File: src/rtl/mips_pkg.sv
// Shared definitions for the MIPS instruction-memory slice: NOP encoding and imem FSM states.
package mips_pkg;
  localparam logic [31:0] NOP_INSTR = 32'h0000_0000;

  typedef enum logic [1:0] {
    CLEAR = 2'd0,
    RUN   = 2'd1,
    PROG  = 2'd2
  } imem_state_t;
endpackage

File: src/rtl/imem_ram.sv
// Single-port synchronous RAM; the read register only loads on re, so the last word read is held.
module imem_ram #(
  parameter int DATA_W = 32,
  parameter int DEPTH  = 64,
  localparam int ADDR_W = $clog2(DEPTH)
) (
  input  logic              clk,
  input  logic              we,
  input  logic              re,
  input  logic [ADDR_W-1:0] addr,
  input  logic [DATA_W-1:0] wdata,
  output logic [DATA_W-1:0] rdata
);
  logic [DATA_W-1:0] mem [DEPTH];

  always_ff @(posedge clk) begin
    if (we) mem[addr] <= wdata;
    if (re) rdata <= mem[addr];
  end
endmodule

File: src/rtl/imem_sync.sv
// Synchronous instruction memory: clear sweep after reset, run-time program port,
// 1-cycle registered fetch with misalignment / range fault reporting.
module imem_sync
  import mips_pkg::*;
#(
  parameter int DATA_W = 32,
  parameter int DEPTH  = 64,
  parameter int BA_W   = 32,
  localparam int ADDR_W = $clog2(DEPTH)
) (
  input  logic              clk,
  input  logic              rst_n,
  input  logic              fetch_req,
  input  logic [BA_W-1:0]   fetch_addr,
  output logic              fetch_ready,
  output logic              fetch_valid,
  output logic [DATA_W-1:0] fetch_instr,
  output logic              fetch_fault,
  input  logic              prog_en,
  input  logic              prog_we,
  input  logic [ADDR_W-1:0] prog_addr,
  input  logic [DATA_W-1:0] prog_wdata,
  output logic              busy
);
  imem_state_t       state;
  logic [ADDR_W-1:0] clr_cnt;
  logic              accept;
  logic              fault_now;
  logic              have_data_p1;
  logic              ram_we;
  logic              ram_re;
  logic [ADDR_W-1:0] ram_addr;
  logic [DATA_W-1:0] ram_wdata;
  logic [DATA_W-1:0] ram_rdata;

  assign fetch_ready = (state == RUN) && !prog_en;
  assign busy        = (state != RUN);
  assign accept      = fetch_req && fetch_ready;
  // Upper-bit check instead of a compare so addresses beyond the array never alias.
  assign fault_now   = (fetch_addr[1:0] != 2'b00) || ((fetch_addr >> (ADDR_W + 2)) != '0);

  always_comb begin
    ram_we    = 1'b0;
    ram_re    = 1'b0;
    ram_addr  = fetch_addr[ADDR_W+1:2];
    ram_wdata = prog_wdata;
    case (state)
      CLEAR: begin
        ram_we    = 1'b1;
        ram_addr  = clr_cnt;
        ram_wdata = DATA_W'(NOP_INSTR);
      end
      PROG: begin
        ram_we   = prog_we;
        ram_addr = prog_addr;
      end
      RUN:     ram_re = accept && !fault_now;
      default: ;
    endcase
  end

  imem_ram #(
    .DATA_W(DATA_W),
    .DEPTH (DEPTH)
  ) u_ram (
    .clk  (clk),
    .we   (ram_we),
    .re   (ram_re),
    .addr (ram_addr),
    .wdata(ram_wdata),
    .rdata(ram_rdata)
  );

  // p0 -> p1: request accepted this cycle, response registered for next cycle
  always_ff @(posedge clk or negedge rst_n) begin
    if (!rst_n) begin
      state        <= CLEAR;
      clr_cnt      <= '0;
      fetch_valid  <= 1'b0;
      fetch_fault  <= 1'b0;
      have_data_p1 <= 1'b0;
    end else begin
      fetch_valid <= accept;
      if (accept) begin
        fetch_fault <= fault_now;
        if (!fault_now) have_data_p1 <= 1'b1;
      end
      case (state)
        CLEAR: begin
          clr_cnt <= clr_cnt + 1'b1;
          if (clr_cnt == ADDR_W'(DEPTH - 1)) state <= prog_en ? PROG : RUN;
        end
        RUN:     if (prog_en) state <= PROG;
        PROG:    if (!prog_en) state <= RUN;
        default: state <= CLEAR;
      endcase
    end
  end

  // RAM read register is not reset; gate it until a real word has been fetched.
  assign fetch_instr = (have_data_p1 && !fetch_fault) ? ram_rdata : DATA_W'(NOP_INSTR);
endmodule

File: config.mk
export PLATFORM = sky130hd
export DESIGN_NAME = imem_sync
export DESIGN_NICKNAME = d
export VERILOG_FILES = /design/src/rtl/mips_pkg.sv /design/src/rtl/imem_ram.sv /design/src/rtl/imem_sync.sv
export SDC_FILE = /design/constraint.sdc
export NUM_CORES = 2
export LEC_CHECK = 0
export ABC_AREA = 0
export CORE_MARGIN = 5
export CORE_UTILIZATION = 40
export CTS_CLUSTER_DIAMETER = 120
export DETAILED_ROUTE_END_ITERATION = 8
export PLACE_DENSITY = 0.64
export SLEW_MARGIN = 10
export SYNTH_ARGS = -nofsm -noshare
export SYNTH_HDL_FRONTEND = slang
export SYNTH_HIERARCHICAL = 1
export SYNTH_SLANG_ARGS = --single-unit
File: constraint.sdc
create_clock -name clk -period 3.91 [get_ports clk]
set_input_delay 0.391 -clock clk [delete_from_list [all_inputs] [get_ports clk]]
set_output_delay 0.391 -clock clk [all_outputs]
set_load 0.02 [all_outputs]
# Word level (Yosys, flattened, before mapping)
# Memories as Yosys holds them, arrays and structs flattened. A register that Yosys moved wholly into a read port is not among the register bits.
# Cells that the tools add are included.
[op_classes]
mul = 0
div_mod_pow = 0
n_mux = 12
n_eq_ne = 7
n_bitwise = 1
shifts = 0
n_lt_le_gt_ge = 0
addsub = 1
n_reduce_logical = 13
[op_table]
columns = ["op", "count"]
rows = [
  ["32-bit two-way mux", 2],
  ["32-bit nonzero test", 1],
  ["6-bit one-hot mux with 2 select lines", 1],
  ["2-bit two-way mux", 4],
  ["6-bit by 1-bit adder with 6-bit output, second input constant", 1],
  ["6-bit == test, second input constant", 1],
  ["2-bit != test, second input constant", 3],
  ["2-bit one-hot mux with 3 select lines", 1],
  ["1-bit logical AND", 4],
  ["1-bit zero test", 3],
  ["1-bit two-way mux", 3],
  ["3-bit AND reduction", 1],
  ["2-bit by 1-bit == test with 1-bit output, second input constant", 1],
  ["2-bit == test, second input constant", 1],
  ["2-bit zero test", 1],
  ["2-bit by 1-bit != test with 1-bit output, second input constant", 1],
  ["1-bit one-hot mux with 2 select lines", 1],
  ["2-bit AND reduction", 1],
  ["2-bit nonzero test", 1],
  ["1-bit logical OR", 1],
  ["1-bit NOT", 1],
]
[totals]
register_bits = 11
in_bits = 75
rom_bits = 0
latchBits = 0
out_inout_bits = 36
ram_bits = 2048
elab_cells = 40
n_memories = 1
[memory_table]
columns = ["name", "depth", "word_bits", "rd", "rd_ports_with_merged_regs", "write_ports", "line", "source"]
rows = [
  ["u_ram.mem", 64, 32, 1, 1, 1, "imem_ram.sv:14", "logic [DATA_W-1:0] mem [DEPTH];"],
]

# Longest topological paths before layout
[logic_depth]
ltp_word = 5
depth_mapped = 17
depth_no_buf = 8

# By module
# The synthesis kept the hierarchy.
[modules_own_cells]
columns = ["mod", "cells_each", "seq_area_each_um2", "area_each_um2", "n_inst"]
rows = [
  ["imem_ram", 4239, 62459.9, 79248.5, 1],
  ["imem_sync", 140, 275.3, 1109.8, 1],
]

# Least setup slack after synthesis
# Ideal clock, no wire load.
[synth_path]
path_type = "flip-flop to flip-flop"
from = "reg state[0]"
to = "mem u_ram.mem[12][0] (enable)"
path_buffers = 8
required_time_ps = 3489
setup_slack_ps = -216
path_stages_with_launch = 12
synth_period_minus_slack_ps = 4126
t_arrival_ps = 3705
setup_ps = 421
cell_sequence = "dfrtp_1 > buf_6 > clkbuf_1 > o21ai_0 > buf_2 > buf_2 > buf_2 > buf_2 > buf_2 > buf_2 > nand3_1 > nor2_1"
[synth_via]
elab_cells_between_ends = 6
classes_between = "eq/ne (1); mux (4); reduce/logical (1)"
[synth_rtl]
columns = ["element", "line", "source"]
rows = [
  ["from (decl)", "imem_sync.sv:25", "imem_state_t state;"],
  ["from (signal assigned)", "imem_sync.sv:91", "if (clr_cnt == ADDR_W'(DEPTH - 1)) state <= prog_en ? PROG : RUN;"],
  ["2-bit == test / 2-bit zero test (equally long branches)", "imem_sync.sv:47", "case (state)"],
  ["6-bit one-hot mux with 2 select lines (*)", "imem_sync.sv:47", ""],
  ["named net ram_addr[2]", "imem_sync.sv:32", "logic [ADDR_W-1:0] ram_addr;"],
  ["to (decl)", "imem_ram.sv:14", ""],
]
# The timed path passes the listed nets; every way through them passes the cells marked *.

# Worst setup path in the final report
[layout_path]
from = "reg state[0]"
to = "reg u_ram.rdata[3] (read register of u_ram.mem), data pin"
[layout_via]
elab_cells_between_ends = 8
classes_between = "eq/ne (2); mux (2); reduce/logical (4)"
[layout_rtl]
columns = ["element", "line", "source"]
rows = [
  ["2-bit == test / 2-bit zero test (equally long branches)", "imem_sync.sv:47", ""],
  ["6-bit one-hot mux with 2 select lines (*)", "imem_sync.sv:47", ""],
  ["named net ram_addr[1]", "imem_sync.sv:32", ""],
  ["to (decl)", "imem_ram.sv:12", "output logic [DATA_W-1:0] rdata"],
]
# Marks and branches as above.
# A chain may end at the register's enable or synchronous reset.

==> results.json <==
{
  "outcome": "complete, no violations",
  "dr_wl_met3_um": 18800,
  "setup_violations": 0,
  "synthArstFlopShare": 0.00526,
  "cp-end-kind": "flip-flop",
  "layout-drive-gt1-share": 0.223,
  "multi_input_area_um2": 17100,
  "worst_hold_slack_ps": 2.67,
  "preCtsSetupSlack_ps": -121,
  "cts-root-buf": "clkbuf_16",
  "die_x_um": 458,
  "vias": 45000,
  "design.final.nets": 4910,
  "die_y_um": 458,
  "seq_area_um2": 62700,
  "synth.distinct_cells": 62,
  "io_pins": 111,
  "coreArea_um2": 200000,
  "synth_edf_count": 2080,
  "cts_buffers": 203,
  "wl_per_cell_um": 28.6,
  "fin_ws_ps": 183,
  "grt_usage": 0.205,
  "slew_headroom": 0.143,
  "die_area_um2": 210000,
  "maxUsedRoutingLayer": "met5",
  "area_growth_syn_to_layout_pct": 19.0,
  "cts_max_path_buffers": 3,
  "grt_start_max_net_pins": 65,
  "wl_met2_um": 105000,
  "hold_class": "primary input to async pin",
  "max_freq_mhz": 268,
  "drc_errors": 0,
  "instances_no_fill": 7667,
  "critPathMaxStageDelay_ps": 590,
  "rsz0062_at_grt": "false",
  "worstSetupPathType": "flip-flop to flip-flop",
  "slew_violations": 0,
  "cts_sinks": 2091,
  "vdd_drop_max_uv": 833,
  "drv_cap": 0,
  "crit_fanout": 30,
  "wl_met1_um": 88200,
  "gp_congestion": 0.824,
  "postSynthCellCount": 4379,
  "p_leak_uw": 0.0316,
  "dp_cells": 7285,
  "grt_pass1_vias": 44300,
  "ys_warn_count": 6,
  "row_count": 164,
  "postRouteAntennaNets": 0,
  "powerDensity_nw_per_um2": 890,
  "cpMostUsedCell": "buf_4",
  "cp.required_ps": 4480,
  "htree_levels": 4,
  "cts_setup_buffers": 0,
  "crit_path_cell_trace": "buf_4 -> nand2_1 -> o21ai_4 -> buf_12 -> nand2b_4 -> buf_4 -> o22ai_1 -> o21ai_0 -> or4b_1 -> or4_1",
  "fin_skew_ps": 36.8,
  "place_area_um2": 89000,
  "ys_seq_elements": 2091,
  "cp-start-kind": "flip-flop",
  "firstDrtPassIters": 6,
  "final_cell_area_um2": 95600,
  "gr-total-overflow": 0,
  "port_buffers": 110,
  "fillers": 16500,
  "viasPerCell": 5.87,
  "clk_latency_ps": 850,
  "slowest_stage": "dfrtp_1",
  "cts_tree": "yes",
  "hold_viol": 0,
  "path_delay_family": "simple AND/OR/NAND/NOR gates",
  "crit_buf_inv": 3,
  "worst_slew_pin_slew_ps": 1290,
  "syn_avg_cell_area_um2": 18.4,
  "crit_arrival_ps": 4300,
  "synth_nets": 4455,
  "grt_first_pass_wirelength_um": 318000,
  "clk_pin_slew_worst_paths_ps": 60,
  "wl_um": 219000,
  "yosysSeqAreaShare": 0.781,
  "place_hpwl_um": 133000,
  "start_util": 0.402,
  "layout_min_cycle_time_ps": 3730,
  "synth_ff_type": "edfxtp_1",
  "netlist_area_um2": 80400,
  "antenna_found_initial": 8,
  "finalCritPeriodShare": 0.953,
  "drt_iter0_markers": 5201
}
## per-stage QoR
stage | util | total power (uW) | TNS, ps
after floorplan | - | 49800 | -396770
after global placement | 0.445 | 65500 | -138
after detailed placement | 0.445 | 66100 | -355
after CTS | 0.478 | 85400 | 0
after global routing | 0.478 | 88500 | 0
final | 0.478 | 85100 | 0
## worst reg2reg max path, delay by kind of cell (launching register included)
family | cells | cell delay (ps)
AO/OA/AOI/OAI | 3 | 570
buffers and inverters | 3 | 850
flip-flops | 1 | 590
AND/OR/NAND/NOR | 4 | 1470
## metal layers
| layer | global-route usage | vias up |
|---|---|---|
| met3 | 0.0331 | 358 |
| met4 | 0.0692 | 2 |
| met5 | 0 | - |
| met1 | 0.287 | 23300 |
| li1 | - | 19100 |
| met2 | 0.328 | 2231 |
## what timing repair did
action | in CTS | in global routing
resized for setup | 0 | 6
setup endpoints to repair | 0 | 6
hold buffers | 0 | 0
## cells in the mapped netlist (66+ instances only)
cell | instances | area [um^2]
clkbuf_1 | 172 | 646
a21oi_1 | 122 | 611
o21ai_0 | 90 | 450
a221oi_1 | 175 | 1530
mux4_2 | 96 | 2160
mux2_2 | 148 | 1670
o22ai_1 | 93 | 582
edfxtp_1 | 2080 | 62500
and3_1 | 86 | 538
mux2i_1 | 265 | 2650
a22o_1 | 66 | 578
a22oi_1 | 188 | 1410
buf_2 | 86 | 430
o22a_1 | 71 | 622
nor2_1 | 148 | 556
## flip-flops by register name, indices dropped and copies added, names as in the netlist
register / flops
u_ram/rdata: 32
state: 2
u_ram/mem: 2048
have_data_p1: 1
fetch_valid: 1
clr_cnt: 6
fetch_fault: 1
## logic make-up after synthesis
group,synth area share
flip-flops,0.781
AO/OA/AOI/OAI,0.0860
AND/OR/NAND/NOR,0.0346
multiplexers,0.0807
buffers and inverters,0.0174
XOR/XNOR,0.000545
adder cells (fa/ha/maj),0.000156
## path summary, 6_finish.rpt
kind                            cells after the start  slack [ps]                        to                     start
min in group clk                                    3         200      state[1]$_DFFE_PN0P_                   prog_en
worst max-delay path                               10         180  u_ram/rdata[3]$_DFFE_PP_      state[0]$_DFFE_PN0P_
worst min-delay path                                1           3    clr_cnt[1]$_DFFE_PN0P_                     rst_n
worst min register to register                      1         480  have_data_p1$_DFFE_PN0P_  have_data_p1$_DFFE_PN0P_
max in group asynchronous                           1        3420   fetch_fault$_DFFE_PN0P_                     rst_n
worst max register to register                     10         180  u_ram/rdata[3]$_DFFE_PP_      state[0]$_DFFE_PN0P_
## layout by cell type, fill, tap and decap left out, types with 69 or more instances in the layout
cell,synthesis,layout
a21oi_1,122,122
a221oi_1,175,175
a22oi_1,188,188
and3_1,86,86
buf_12,3,105
buf_4,9,343
clkbuf_16,0,206
clkdlybuf4s50_1,0,110
edfxtp_1,2080,2080
mux2_2,148,148
mux2i_1,265,265
mux4_2,96,96
nor2_1,148,79
nor2_4,1,69
o21ai_0,90,83
o22a_1,71,71
o22ai_1,93,93
## power breakdown
part / switching [uW] / total [uW] / internal [uW]
logic: 22200 / 35600 / 13300
clock network: 8330 / 19500 / 11100
registers: 488 / 30100 / 29600
## area by class of cell
type                    count  share of cell area
diodes                      6            0.000157
well taps                2656              0.0348
clock buffers             239              0.0552
multi-input cells        1976               0.179
inverters                   4            0.000236
flip-flops and latches   2091               0.656
clock inverters           137              0.0139
repair buffers            558              0.0604
(Power assumes the default switching activity.)
